File: src/rtl/rega_pkg.sv
// rtl/rega_pkg.sv - shared types and constants for the watering-cycle controller
package rega_pkg;

    // Controller states
    typedef enum logic [1:0] {
        IDLE  = 2'd0,
        WATER = 2'd1,
        PAUSE = 2'd2,
        DONE  = 2'd3
    } state_t;

    // Largest legal BCD digit
    localparam logic [3:0] BCD_MAX = 4'd9;

    // One Tick pulse represents this many milliseconds of watering
    localparam int TICK_UNIT_MS = 1000;

    // A programmed duration is usable when both digits are BCD and it is not 00
    function automatic logic dur_valid(input logic [3:0] t, input logic [3:0] u);
        return (t <= BCD_MAX) && (u <= BCD_MAX) && ({t, u} != 8'h00);
    endfunction

endpackage

File: src/rtl/rega_if.sv
// rtl/rega_if.sv - panel/sensor inputs and valve/display outputs of the controller
//   slave  : controller side (sensors and panel in, valve/status/count out)
//   master : environment side (drives sensors and panel, observes outputs)
interface rega_if;
    logic       Tick;
    logic       Start;
    logic       Stop;
    logic       Dry;
    logic       Rain;
    logic [3:0] Dur_T;
    logic [3:0] Dur_U;
    logic       Valve;
    logic       Busy;
    logic       Done;
    logic       Err;
    logic [3:0] Cnt_T;
    logic [3:0] Cnt_U;

    modport slave (
        input  Tick, Start, Stop, Dry, Rain, Dur_T, Dur_U,
        output Valve, Busy, Done, Err, Cnt_T, Cnt_U
    );

    modport master (
        output Tick, Start, Stop, Dry, Rain, Dur_T, Dur_U,
        input  Valve, Busy, Done, Err, Cnt_T, Cnt_U
    );
endinterface

File: src/rtl/rega_ctrl_cnt.sv
// rtl/rega_ctrl_cnt.sv - two-digit BCD down-counter with load, clear and enable
//   Clk, Rst_n       : clock, async active-low reset (count -> 00)
//   clr, load, en    : synchronous controls, priority clr > load > en
//   load_t, load_u   : value loaded on load
//   cnt_t, cnt_u     : current count (tens, units)
//   zero, one        : count == 00 / count == 01
module bcd_down_cnt2
    import rega_pkg::*;
(
    input  logic       Clk,
    input  logic       Rst_n,
    input  logic       clr,
    input  logic       load,
    input  logic       en,
    input  logic [3:0] load_t,
    input  logic [3:0] load_u,
    output logic [3:0] cnt_t,
    output logic [3:0] cnt_u,
    output logic       zero,
    output logic       one
);

    always_ff @(posedge Clk or negedge Rst_n) begin
        if (!Rst_n) begin
            cnt_t <= 4'd0;
            cnt_u <= 4'd0;
        end else if (clr) begin
            cnt_t <= 4'd0;
            cnt_u <= 4'd0;
        end else if (load) begin
            cnt_t <= load_t;
            cnt_u <= load_u;
        end else if (en && !zero) begin
            // Units borrow from tens; guarded so 00 never wraps to 99
            if (cnt_u == 4'd0) begin
                cnt_u <= BCD_MAX;
                cnt_t <= cnt_t - 4'd1;
            end else begin
                cnt_u <= cnt_u - 4'd1;
            end
        end
    end

    assign zero = (cnt_t == 4'd0) && (cnt_u == 4'd0);
    assign one  = (cnt_t == 4'd0) && (cnt_u == 4'd1);

endmodule

File: src/rtl/rega_ctrl.sv
// rtl/rega_ctrl.sv - watering-cycle controller: FSM, valve drive, BCD run timer
//   Clk, Rst_n : clock, async active-low reset
//   bus        : rega_if.slave (Tick/Start/Stop/Dry/Rain/Dur_* in;
//                Valve/Busy/Done/Err/Cnt_* out, all registered)
module rega_ctrl
    import rega_pkg::*;
(
    input  logic  Clk,
    input  logic  Rst_n,
    rega_if.slave bus
);

    state_t state, next;
    logic   cnt_load, cnt_clr, cnt_en, err_next;
    logic   cnt_zero, cnt_one;
    logic   valve_q, busy_q, done_q, err_q;
    logic   start_ok;

    // Start is acted on only when nothing blocks it
    assign start_ok = bus.Start && !bus.Stop && bus.Dry && !bus.Rain;

    bcd_down_cnt2 u_cnt (
        .Clk    (Clk),
        .Rst_n  (Rst_n),
        .clr    (cnt_clr),
        .load   (cnt_load),
        .en     (cnt_en),
        .load_t (bus.Dur_T),
        .load_u (bus.Dur_U),
        .cnt_t  (bus.Cnt_T),
        .cnt_u  (bus.Cnt_U),
        .zero   (cnt_zero),
        .one    (cnt_one)
    );

    always_ff @(posedge Clk or negedge Rst_n) begin
        if (!Rst_n) state <= IDLE;
        else        state <= next;
    end

    always_comb begin
        next     = state;
        cnt_load = 1'b0;
        cnt_clr  = 1'b0;
        cnt_en   = 1'b0;
        err_next = 1'b0;
        unique case (state)
            IDLE: begin
                if (start_ok) begin
                    if (dur_valid(bus.Dur_T, bus.Dur_U)) begin
                        cnt_load = 1'b1;
                        next     = WATER;
                    end else begin
                        err_next = 1'b1;
                    end
                end
            end
            WATER: begin
                // Stop beats Rain beats Tick
                if (bus.Stop) begin
                    cnt_clr = 1'b1;
                    next    = IDLE;
                end else if (bus.Rain) begin
                    next = PAUSE;
                end else if (bus.Tick && !cnt_zero) begin
                    cnt_en = 1'b1;
                    if (cnt_one) next = DONE;
                end
            end
            PAUSE: begin
                if (bus.Stop) begin
                    cnt_clr = 1'b1;
                    next    = IDLE;
                end else if (!bus.Rain) begin
                    next = WATER;
                end
            end
            DONE: begin
                next = IDLE;
            end
            default: next = IDLE;
        endcase
    end

    // Outputs are registered from the next state so they line up with it
    always_ff @(posedge Clk or negedge Rst_n) begin
        if (!Rst_n) begin
            valve_q <= 1'b0;
            busy_q  <= 1'b0;
            done_q  <= 1'b0;
            err_q   <= 1'b0;
        end else begin
            valve_q <= (next == WATER);
            busy_q  <= (next == WATER) || (next == PAUSE);
            done_q  <= (next == DONE);
            err_q   <= err_next;
        end
    end

    assign bus.Valve = valve_q;
    assign bus.Busy  = busy_q;
    assign bus.Done  = done_q;
    assign bus.Err   = err_q;

endmodule

File: src/flat_wrapper.sv
// flat-port wrapper written by rule: the top's interface ports become plain ports
module rega_ctrl_flat import rega_pkg::*;
  (Clk, Rst_n, bus_Tick, bus_Start, bus_Stop, bus_Dry, bus_Rain, bus_Dur_T, bus_Dur_U, bus_Valve, bus_Busy, bus_Done, bus_Err, bus_Cnt_T, bus_Cnt_U);
  rega_if bus_i ();
  input  logic Clk;
  input  logic Rst_n;
  input wire logic [$bits(bus_i.Tick)-1:0] bus_Tick;
  input wire logic [$bits(bus_i.Start)-1:0] bus_Start;
  input wire logic [$bits(bus_i.Stop)-1:0] bus_Stop;
  input wire logic [$bits(bus_i.Dry)-1:0] bus_Dry;
  input wire logic [$bits(bus_i.Rain)-1:0] bus_Rain;
  input wire logic [$bits(bus_i.Dur_T)-1:0] bus_Dur_T;
  input wire logic [$bits(bus_i.Dur_U)-1:0] bus_Dur_U;
  output wire logic [$bits(bus_i.Valve)-1:0] bus_Valve;
  output wire logic [$bits(bus_i.Busy)-1:0] bus_Busy;
  output wire logic [$bits(bus_i.Done)-1:0] bus_Done;
  output wire logic [$bits(bus_i.Err)-1:0] bus_Err;
  output wire logic [$bits(bus_i.Cnt_T)-1:0] bus_Cnt_T;
  output wire logic [$bits(bus_i.Cnt_U)-1:0] bus_Cnt_U;
  assign bus_i.Tick = bus_Tick;
  assign bus_i.Start = bus_Start;
  assign bus_i.Stop = bus_Stop;
  assign bus_i.Dry = bus_Dry;
  assign bus_i.Rain = bus_Rain;
  assign bus_i.Dur_T = bus_Dur_T;
  assign bus_i.Dur_U = bus_Dur_U;
  assign bus_Valve = bus_i.Valve;
  assign bus_Busy = bus_i.Busy;
  assign bus_Done = bus_i.Done;
  assign bus_Err = bus_i.Err;
  assign bus_Cnt_T = bus_i.Cnt_T;
  assign bus_Cnt_U = bus_i.Cnt_U;
  rega_ctrl u_core (.Clk(Clk), .Rst_n(Rst_n), .bus(bus_i));
endmodule
File: config.mk
export PLATFORM = sky130hd
export DESIGN_NAME = rega_ctrl_flat
export DESIGN_NICKNAME = d
export VERILOG_FILES = /design/src/rtl/rega_pkg.sv /design/src/rtl/rega_if.sv /design/src/rtl/rega_ctrl_cnt.sv /design/src/rtl/rega_ctrl.sv /design/src/flat_wrapper.sv
export SDC_FILE = /design/constraint.sdc
export NUM_CORES = 1
export LEC_CHECK = 0
export BUFFER_PORTS_ARGS = -buffer_cell sky130_fd_sc_hd__buf_2
export CORE_MARGIN = 2
export CORE_UTILIZATION = 46
export CTS_CLUSTER_DIAMETER = 40
export DETAILED_ROUTE_END_ITERATION = 10
export GPL_TIMING_DRIVEN = 0
export PLACE_DENSITY = 0.74
export SLEW_MARGIN = 40
export SYNTH_ARGS = -nofsm -noshare
export SYNTH_HDL_FRONTEND = slang
export SYNTH_SLANG_ARGS = --single-unit
File: constraint.sdc
create_clock -name Clk -period 1.8 [get_ports Clk]
set_input_delay 0.36 -clock Clk [delete_from_list [all_inputs] [get_ports Clk]]
set_output_delay 0.36 -clock Clk [all_outputs]
set_load 0.03 [all_outputs]
==> flow_metrics.tcl <==
set metrics [dict create \
    min_to "u_core.u_cnt.cnt_t[0]" \
    numCtsBuffers 3 \
    layout_setup_ws_ns -0.145 \
    p_leak_nw 0.585 \
    finalMaxSlewViolations 0 \
    cts-root-buf "clkbuf_4" \
    layout_worst_path_cycle_share 1.08 \
    gp_congestion 0.824 \
    r2r_start "u_core.state[1]" \
    required_ns 1.99 \
    end_kind "register" \
    crit_type "register to register" \
    die_w_um 50.1 \
    p_total_mw 1.83 \
    syn_nets 118 \
    synth_top_area_share 0.359 \
    start_util 0.493 \
    synth_largest_area_cell "dfrtp_1" \
    n_fill_cell 168 \
    dieArea_um2 2510 \
    yosysMostFrequentCell "dfrtp_1" \
    firstDrtPassIters 3 \
    hold_path_class "input port to register" \
    vias_per_cell 5.66 \
    tightest_slew_ns 0.449 \
    antenna_found_initial 0 \
    ir_drop_mv 0.740 \
    die_y_um 50.1 \
    synth.area.top_cells "dfrtp_1, ha_1, mux2i_1, o21ai_0, o31ai_1" \
    regToRegSetupSlack_ns -0.14 \
    drive_above_1_share 0.478 \
    ys.flop_type "dfrtp_1" \
    fin_nets 157 \
    setup_violations 5 \
    max_freq_ghz 0.514 \
    drv_cap 0 \
    synth_common_cells "dfrtp_1, ha_1, inv_1" \
    violations "setup timing" \
    power.density_nw_per_um2 1380 \
    reg2reg_to "u_core.bus.Busy" \
    synthCells 96 \
    rsz0062_at_grt "true" \
    worst-path-buf-inv 2 \
    reg2reg_depth 8 \
    drt-total-wl_um 2360 \
    portBuffers 26 \
    synth-async-reset-ratio 1.00 \
    cts.clk_slew.worst_paths_ns 0.10 \
    grt_remaining_overflow 0 \
    min_path_cells 2 \
    ys_types 41 \
    num_antenna_cells 0 \
    synthesis.area_um2 977 \
    ys_warn_count 0 \
    grt_max_degree 15 \
    dp_slack_ns -0.253 \
    io_pins 27 \
    slowest_stage "dfrtp_2" \
    grt_pass1_vias 864 \
    place_hpwl_um 1670 \
    slowest_delay_ns 0.44 \
    grt_pass1_wl_um 4000 \
    hp-start "bus_Dur_T[0]" \
    synth_edf_count 0 \
    drt_iter0_drc 17 \
    cts_tree "done" \
    hold_viol 0 \
    startpoint_type "register" \
    avgSynthCellArea_um2 10.2 \
    cts_sinks 14 \
    num_rows 16 \
    maxSlewHeadroom 0.698 \
    status "finished with violations" \
    syn_to_final_growth_pct 35.3 \
    postRouteAntennaNets 0 \
    worstSkewPairLatency_ns 0.29 \
    path_delay_family "simple AND/OR/NAND/NOR gates" \
    clk_path_buf_depth 2 \
    grt_usage 0.210 \
    ys_seq_area_frac 0.359 \
    fin_crit_ns 1.94 \
    core_um2 1980 \
    wl_per_cell_um 14.7 \
    crit_fanout 3 \
    num_vias 912 \
    ys_ff_latch 14 \
    cts_htree_levels 1 \
    path_cells "buf_12, ha_4, a31oi_1, or3_4, and2_4, a221o_1, ha_1, inv_1" \
    cp.arrival_ns 2.14 \
    drc 0 \
    fin_worst_skew_ns 0.00691 \
]
## what timing repair did
action / CTS / global route
hold buffers: 1 / 0
endpoints found under the hold margin: 14 / 0
resized for setup: 3 / 1
endpoints found under the setup margin: 9 / 8
setup buffers: 5 / 2
pin swaps: 1 / 0
## layout make-up
type | instances | area [um^2] | share of cell area
clock buffers | 4 | 36.3 | 0.0274
repair buffers | 34 | 205 | 0.155
plain buffers | 4 | 31.3 | 0.0237
flip-flops and latches | 14 | 357 | 0.270
inverters | 7 | 28.8 | 0.0218
multi-input cells | 71 | 631 | 0.477
well taps | 27 | 33.8 | 0.0255
## worst register-to-register path, cell delays in order, from the launching register on
cell,delay [ns]
dfrtp_2,0.44
buf_12,0.12
ha_4,0.12
a31oi_1,0.09
or3_4,0.35
and2_4,0.17
a221o_1,0.26
ha_1,0.28
inv_1,0.03
## logic make-up (layout without fill, tap and decap cells)
| family | after synthesis | after routing | synth area share |
|---|---|---|---|
| AO/OA/AOI/OAI | 30 | 30 | 0.222 |
| AND/OR/NAND/NOR | 28 | 28 | 0.211 |
| flip-flops | 14 | 14 | 0.359 |
| buffers and inverters | 11 | 49 | 0.0589 |
| adder cells (fa/ha/maj) | 7 | 7 | 0.0896 |
| multiplexers | 4 | 4 | 0.0423 |
| XOR/XNOR | 2 | 2 | 0.0179 |
## state kept, by name, summed over array words and instances, names as in the netlist
signal,cells
u_core.bus.Done,1
u_core.state,2
u_core.u_cnt.cnt_t,4
u_core.bus.Err,1
u_core.bus.Valve,1
u_core.u_cnt.cnt_u,4
u_core.bus.Busy,1
## layout by cell type, fill, tap and decap left out, types with 2 or more instances in the layout
cell       instances
inv_1              3
a21oi_1            4
o41ai_1            3
xnor2_1            2
nor3_1             4
clkbuf_4           3
o2bb2ai_1          3
ha_1               4
nor2_1             5
a31oi_1            2
buf_2             28
inv_2              3
o21ai_0            6
mux2i_1            3
dfrtp_2            5
dfrtp_1            9
clkbuf_8           2
nor4_1             2
or3_4              2
ha_4               3
buf_4              7
nand2_1            2
o31ai_1            4
## stage by stage
step	cell area, um^2	hold slack (ns)	utilization	setup TNS (ns)	cells
floorplan	1030	0.0644	-	-0.0697	96
global placement	1200	0.282	0.604	-0.359	149
detailed placement	1200	0.282	0.604	-0.679	149
CTS	1300	0.302	0.657	-0.201	159
global route	1320	0.310	0.667	-0.778	161
finish	1320	0.301	0.667	-0.273	161
## worst max path at each step
stage	start	endpoint	slack, ns	cells after the start
global placement	u_core.state[1]	u_core.u_cnt.cnt_t[1]	-0.19	6
global route	u_core.state[1]	u_core.bus.Busy	-0.21	8
finish	u_core.state[1]	u_core.bus.Busy	-0.14	8
detailed placement	u_core.state[1]	u_core.u_cnt.cnt_t[1]	-0.25	6
floorplan	u_core.state[0]	u_core.bus.Busy	-0.07	8
CTS	u_core.state[1]	u_core.bus.Busy	-0.12	8
## metal layers
metal / up-vias / share of wire / track usage
li1: 446 / - / -
met1: 437 / 0.48 / 0.296
met2: 23 / 0.46 / 0.314
met3: 6 / 0.045 / 0.0333
met4: 0 / 0.017 / 0.0926
met5: - / 0 / 0
## power by group
group,total [mW],internal [mW],switching [mW]
combinational,1.07,0.461,0.607
clock,0.240,0.123,0.116
sequential,0.520,0.419,0.101
Note: power is estimated with default switching activity, not from simulation.
